### src/rtl/bc_display_pkg.sv
// Shared definitions for the BullsAndCows 7-segment display path.
// Holds the digit-code field layout, character codes, segment constants and
// the scan FSM state type used by the display driver and its font decoder.
package bc_display_pkg;

    localparam int unsigned NUM_DIGITS = 8;
    localparam int unsigned CODE_W     = 7;
    localparam int unsigned CHAR_W     = 5;
    localparam int unsigned SEG_W      = 7;
    localparam int unsigned AN_W       = NUM_DIGITS;
    localparam int unsigned IDX_W      = 3;

    // Digit code layout: {enable, char[4:0], raw dp level}
    localparam int unsigned EN_BIT   = 6;
    localparam int unsigned CHAR_MSB = 5;
    localparam int unsigned CHAR_LSB = 1;
    localparam int unsigned DP_BIT   = 0;

    typedef logic [CODE_W-1:0] disp_code_t;

    typedef enum logic {
        BLANK = 1'b0,
        SHOW  = 1'b1
    } scan_state_t;

    // Character codes
    localparam logic [CHAR_W-1:0] CH_0     = 5'h00;
    localparam logic [CHAR_W-1:0] CH_1     = 5'h01;
    localparam logic [CHAR_W-1:0] CH_2     = 5'h02;
    localparam logic [CHAR_W-1:0] CH_3     = 5'h03;
    localparam logic [CHAR_W-1:0] CH_4     = 5'h04;
    localparam logic [CHAR_W-1:0] CH_J     = 5'h05;
    localparam logic [CHAR_W-1:0] CH_S     = 5'h06;
    localparam logic [CHAR_W-1:0] CH_E     = 5'h07;
    localparam logic [CHAR_W-1:0] CH_T     = 5'h08;
    localparam logic [CHAR_W-1:0] CH_U     = 5'h09;
    localparam logic [CHAR_W-1:0] CH_P     = 5'h0A;
    localparam logic [CHAR_W-1:0] CH_B     = 5'h0B;
    localparam logic [CHAR_W-1:0] CH_C     = 5'h0C;
    localparam logic [CHAR_W-1:0] CH_L     = 5'h0D;
    localparam logic [CHAR_W-1:0] CH_Y     = 5'h0E;
    localparam logic [CHAR_W-1:0] CH_G     = 5'h0F;
    localparam logic [CHAR_W-1:0] CH_BLANK = 5'h10;
    localparam logic [CHAR_W-1:0] CH_DASH  = 5'h11;

    // Active-low cathode patterns {g,f,e,d,c,b,a}
    localparam logic [SEG_W-1:0] SEG_OFF    = 7'h7F;
    localparam logic [SEG_W-1:0] SEG_ALL_ON = 7'h00;

endpackage

### src/rtl/bc_seg_font.sv
// Character to 7-segment decode (combinational, active-low cathodes).
// Ports:
//   char_code  in  5  character code from the digit code char field
//   seg_c      out 7  {g,f,e,d,c,b,a}, 0 = segment lit; unknown codes blank
module bc_seg_font
    import bc_display_pkg::*;
(
    input  logic [CHAR_W-1:0] char_code,
    output logic [SEG_W-1:0]  seg_c
);

    always_comb begin
        seg_c = SEG_OFF;
        case (char_code)
            CH_0:     seg_c = 7'b1000000;
            CH_1:     seg_c = 7'b1111001;
            CH_2:     seg_c = 7'b0100100;
            CH_3:     seg_c = 7'b0110000;
            CH_4:     seg_c = 7'b0011001;
            CH_J:     seg_c = 7'b1100001;
            CH_S:     seg_c = 7'b0010010;
            CH_E:     seg_c = 7'b0000110;
            CH_T:     seg_c = 7'b0000111;
            CH_U:     seg_c = 7'b1000001;
            CH_P:     seg_c = 7'b0001100;
            CH_B:     seg_c = 7'b0000011;
            CH_C:     seg_c = 7'b1000110;
            CH_L:     seg_c = 7'b1000111;
            CH_Y:     seg_c = 7'b0010001;
            CH_G:     seg_c = 7'b1000010;
            CH_DASH:  seg_c = 7'b0111111;
            default:  seg_c = SEG_OFF;
        endcase
    end

endmodule

### src/rtl/bc_seg_scan_driver.sv
// Multiplexed 8-digit 7-segment scan driver for the Nexys A7 display.
// Each digit slot starts with BLANK_TICKS cycles of all anodes off (ghost
// blanking) followed by DIGIT_TICKS-BLANK_TICKS cycles showing the digit.
// All eight codes are snapshotted once per frame to avoid tearing.
// Ports:
//   clock      in   1  system clock
//   reset_n    in   1  asynchronous active-low reset
//   d1..d8     in   7  digit codes {en, char[4:0], dp}; d1 = AN[0] (rightmost)
//   lamp_test  in   1  light every segment and DP of every digit while showing
//   an         out  8  anode enables, active-low (registered)
//   seg        out  7  cathodes {CG..CA}, active-low (registered)
//   dp         out  1  decimal point cathode, active-low (registered)
module bc_seg_scan_driver
    import bc_display_pkg::*;
#(
    parameter int unsigned DIGIT_TICKS = 100_000,
    parameter int unsigned BLANK_TICKS = 100
) (
    input  logic              clock,
    input  logic              reset_n,
    input  logic [CODE_W-1:0] d1,
    input  logic [CODE_W-1:0] d2,
    input  logic [CODE_W-1:0] d3,
    input  logic [CODE_W-1:0] d4,
    input  logic [CODE_W-1:0] d5,
    input  logic [CODE_W-1:0] d6,
    input  logic [CODE_W-1:0] d7,
    input  logic [CODE_W-1:0] d8,
    input  logic              lamp_test,
    output logic [AN_W-1:0]   an,
    output logic [SEG_W-1:0]  seg,
    output logic              dp
);

    localparam int unsigned TICK_W = $clog2(DIGIT_TICKS);
    localparam logic [TICK_W-1:0] BLANK_LAST = TICK_W'(BLANK_TICKS - 1);
    localparam logic [TICK_W-1:0] SHOW_LAST  = TICK_W'(DIGIT_TICKS - BLANK_TICKS - 1);
    localparam logic [IDX_W-1:0]  IDX_LAST   = IDX_W'(NUM_DIGITS - 1);

    scan_state_t                  state_q, state_d;
    logic [TICK_W-1:0]            tick_q, tick_d;
    logic [IDX_W-1:0]             idx_q, idx_d;
    logic                         first_q, first_d;
    disp_code_t [NUM_DIGITS-1:0]  shadow_q, shadow_d;
    logic [AN_W-1:0]              an_q, an_d;
    logic [SEG_W-1:0]             seg_q, seg_d;
    logic                         dp_q, dp_d;

    disp_code_t [NUM_DIGITS-1:0]  d_bus_c;
    disp_code_t                   sel_code_c;
    logic [SEG_W-1:0]             font_seg_c;
    logic                         latch_c;

    assign d_bus_c = {d8, d7, d6, d5, d4, d3, d2, d1};

    // Slot sequencing and frame snapshot
    always_comb begin
        state_d  = state_q;
        tick_d   = tick_q + TICK_W'(1);
        idx_d    = idx_q;
        first_d  = 1'b0;
        shadow_d = shadow_q;
        latch_c  = 1'b0;
        case (state_q)
            BLANK: begin
                if (tick_q == BLANK_LAST) begin
                    state_d = SHOW;
                    tick_d  = '0;
                end
            end
            SHOW: begin
                if (tick_q == SHOW_LAST) begin
                    state_d = BLANK;
                    tick_d  = '0;
                    idx_d   = idx_q + IDX_W'(1);
                    // Entering BLANK of slot 0 starts a new frame
                    if (idx_q == IDX_LAST) begin
                        latch_c = 1'b1;
                    end
                end
            end
            default: begin
                state_d = BLANK;
                tick_d  = '0;
            end
        endcase
        // Reset leaves us already inside BLANK of slot 0; latch on the first edge
        if (first_q) begin
            latch_c = 1'b1;
        end
        if (latch_c) begin
            shadow_d = d_bus_c;
        end
    end

    // Look up the next-cycle digit so outputs change on the state-entry edge
    assign sel_code_c = shadow_d[idx_d];

    bc_seg_font u_font (
        .char_code (sel_code_c[CHAR_MSB:CHAR_LSB]),
        .seg_c     (font_seg_c)
    );

    // Registered pin values for the upcoming cycle
    always_comb begin
        an_d  = '1;
        seg_d = SEG_OFF;
        dp_d  = 1'b1;
        if (state_d == SHOW) begin
            if (lamp_test) begin
                an_d  = ~(AN_W'(1) << idx_d);
                seg_d = SEG_ALL_ON;
                dp_d  = 1'b0;
            end else begin
                an_d  = sel_code_c[EN_BIT] ? ~(AN_W'(1) << idx_d) : '1;
                seg_d = font_seg_c;
                dp_d  = sel_code_c[DP_BIT];
            end
        end
    end

    always_ff @(posedge clock or negedge reset_n) begin
        if (!reset_n) begin
            state_q  <= BLANK;
            tick_q   <= '0;
            idx_q    <= '0;
            first_q  <= 1'b1;
            shadow_q <= '0;
            an_q     <= '1;
            seg_q    <= SEG_OFF;
            dp_q     <= 1'b1;
        end else begin
            state_q  <= state_d;
            tick_q   <= tick_d;
            idx_q    <= idx_d;
            first_q  <= first_d;
            shadow_q <= shadow_d;
            an_q     <= an_d;
            seg_q    <= seg_d;
            dp_q     <= dp_d;
        end
    end

    assign an  = an_q;
    assign seg = seg_q;
    assign dp  = dp_q;

endmodule
### config.mk
export PLATFORM = sky130hd
export DESIGN_NAME = bc_seg_scan_driver
export DESIGN_NICKNAME = d
export VERILOG_FILES = /design/src/rtl/bc_display_pkg.sv /design/src/rtl/bc_seg_font.sv /design/src/rtl/bc_seg_scan_driver.sv
export SDC_FILE = /design/constraint.sdc
export NUM_CORES = 1
export LEC_CHECK = 0
export ABC_AREA = 1
export BUFFER_PORTS_ARGS = -buffer_cell sky130_fd_sc_hd__buf_4
export CORE_MARGIN = 2
export CORE_UTILIZATION = 38
export CTS_CLUSTER_SIZE = 16
export DETAILED_ROUTE_END_ITERATION = 8
export HOLD_SLACK_MARGIN = 0.12
export PLACE_DENSITY = 0.6
export SLEW_MARGIN = 40
export SYNTH_ARGS = -nofsm -noshare
export SYNTH_HDL_FRONTEND = slang
export SYNTH_SLANG_ARGS = --single-unit
### constraint.sdc
create_clock -name clock -period 4 [get_ports clock]
set_input_delay 0.4 -clock clock [delete_from_list [all_inputs] [get_ports clock]]
set_output_delay 0.4 -clock clock [all_outputs]
set_load 0.02 [all_outputs]
==> results.ini <==
[yosys]
synthArstFlopShare = 1.00
ys_types = 40
yosysWarnings = 0
ys_ff_latch = 94
synth_edf_count = 0
syn_nets = 729
synth_area_per_cell_um2 = 7.84
synth_seq_area_share = 0.458
synth_area_um2 = 5180
ys.flop_type = dfrtp_1
synth_cells = 661

[clocking]
htreeDepth = 3
cts.sinks = 94
clock-root-buffer = clkbuf_16
numCtsBuffers = 9
clk_pin_slew_worst_paths_ns = 0.07
clock_path_buffers = 2
clk_latency_ns = 0.35
cts_tree = done

[floorplanning]
die_y_um = 121
num_rows = 42
die_w_um = 121
start_util = 0.390
ios = 75
core_area_um2 = 13300
dieArea_um2 = 14600

[layout]
fillCellCount = 1307
layout-drive-gt1-share = 0.230
layout_commonest_cell = nand2_1
final_cell_mix = nand2_1, inv_1, nor2_1, dfrtp_1, buf_4
n_antenna_cell = 0
final_nets = 798
synthToLayoutAreaGrowth_pct = 18.1

[routing]
drtIter0Drc = 360
vias = 4378
drtAntennaViolNets = 0
drc = 0
totalWireLength_um = 12200
wl_per_cell_um = 13.4
avgViaCountPerCell = 4.81
drt_first_pass_iters = 5

[placement]
portBuffers = 74
routabilityCongestion = 0.863
dp_hpwl_um = 8600

[setup_path]
crit_start = tick_q[0]
crit_path_end_kind = register
worstPathMaxFanout = 12
cp.arrival_ns = 3.31
reg2reg_from = tick_q[0]
path_class = register to register
critPathRequiredTime_ns = 4.29
worst_setup_path_start_kind = register

[power_and_ir_drop]
p_leak_nw = 3.19
power_mw = 2.12
ir_drop_mv = 0.168
powerDensity_nw_per_um2 = 346

[sta]
finalWorstPathRequiredPeriod_ns = 3.02
worst_slew_pin_slew_ns = 0.696
max_slew_margin = 0.533
fin_skew_ns = 0.0123
hold_viol_final = 0
rsz0062_at_grt = false
fmax_mhz = 331
finalSetupViolations = 0
finalCritPeriodShare = 0.756
final_max_slew_viol_count = 0
tns_ns = 0
hold_slack_ns = 0.276

[worst_hold_path]
worst_hold_path_type = input port to register
hp-start = d7[5]

[global_routing]
grt_pass1_wl_um = 20600
antenna_found_initial = 0
grt_max_degree = 69
grt_pass1_vias = 4468
grt.overflow.total = 0
gr-usage-all-layers = 0.176

[status]
status = completed

[run]
drv_cap = 0

[power by group]
part | internal (mW) | total [mW] | switching, mW
Clock | 0.478 | 0.847 | 0.369
Sequential | 1.00 | 1.02 | 0.0129
Combinational | 0.104 | 0.256 | 0.152
[registers in the layout (all words and copies together), names as in the netlist]
name,count
seg,7
an,8
idx_q,3
shadow_q,56
dp,1
first_q,1
tick_q,17
state_q,1
[synth_stat cells, types with 2 or more instances]
cell | count | area (um2)
nor2_2 | 10 | 62.6
nor2_1 | 77 | 289
nand3_2 | 4 | 40.0
dfrtp_1 | 77 | 1930
nand2_2 | 27 | 169
o21ai_1 | 5 | 25.0
nor4_1 | 3 | 18.8
dfstp_2 | 17 | 447
o21ai_0 | 8 | 40.0
buf_12 | 2 | 40.0
o22ai_1 | 8 | 50.1
nor3_1 | 3 | 15.0
xor2_1 | 4 | 35.0
inv_2 | 4 | 15.0
buf_4 | 4 | 30.0
buf_6 | 5 | 56.3
inv_1 | 101 | 379
nand2_4 | 3 | 33.8
nand2_1 | 160 | 601
nor2_4 | 2 | 22.5
ha_1 | 9 | 113
a211oi_1 | 2 | 15.0
nand3_1 | 64 | 320
mux2_2 | 4 | 45.0
nand3_4 | 2 | 35.0
buf_2 | 7 | 35.0
nand4_1 | 8 | 50.1
a21oi_1 | 12 | 60.1
clkinv_1 | 2 | 7.51
buf_1 | 2 | 7.51
nand3b_1 | 16 | 120
[final cells by class]
type | instances | area [um2] | share of cell area
tap | 176 | 220 | 0.0360
clock buffer | 13 | 270 | 0.0441
multi-input combinational | 440 | 2240 | 0.366
timing repair buffer | 78 | 592 | 0.0967
clock inverter | 3 | 26.3 | 0.00429
inverter | 107 | 402 | 0.0656
sequential | 94 | 2370 | 0.388
[path summary, 6_finish.rpt]
| check | slack, ns | to | cells after the start |
|---|---|---|---|
| setup / recovery | 0.98 | seg[2] | 19 |
| hold / removal | 0.28 | shadow_q[47] | 3 |
| setup reg to reg | 0.98 | seg[2] | 19 |
| hold reg to reg | 0.47 | tick_q[0] | 1 |
| max in group asynchronous | 2.54 | dp | 3 |
| min in group asynchronous | 0.59 | tick_q[12] | 2 |
[per-stage QoR]
stage	std cells	cell area, um2	setup slack, ns	util
floorplan	661	5180	1.41	-
global placement	894	5810	0.984	0.437
detailed placement	894	5820	0.978	0.437
CTS	911	6120	0.935	0.460
global route	911	6120	0.669	0.460
finish	911	6120	0.975	0.460
[routing by layer]
| layer | vias to the layer above | global-route usage | part of all wire |
|---|---|---|---|
| met5 | - | 0 | 0 |
| met4 | 0 | 0.0465 | 0.012 |
| met3 | 11 | 0.0396 | 0.041 |
| met2 | 84 | 0.303 | 0.49 |
| met1 | 2088 | 0.225 | 0.46 |
| li1 | 2195 | - | - |
[cell families after synthesis]
group / synth area share
fa+ha+maj: 0.0217
compound gates: 0.0415
flops: 0.458
other cells: 0.000724
mux: 0.00869
xor+xnor: 0.00676
buf+inv: 0.110
simple gates: 0.352
[what timing repair did]
action                                 in CTS  in global routing
endpoints found under the hold margin      57                  0
hold buffers                                1                  0
setup buffers                               0                  0
gates resized for setup                     0                  0
[worst max-delay path, stage by stage (launching register included)]
cell,delay (ns)
dfrtp_1,0.40
ha_1,0.24
inv_2,0.07
nor2_2,0.04
nand2_2,0.08
nor2_4,0.06
nand3_2,0.08
clkinv_1,0.10
o21ai_2,0.46
inv_1,0.32
a21oi_1,0.19
nand3_1,0.10
nand2_2,0.14
inv_1,0.09
ha_1,0.17
nand3b_1,0.15
nand3_1,0.09
nand3_1,0.09
nand2_1,0.06
inv_1,0.04
Note: power is estimated with default switching activity, not from simulation.
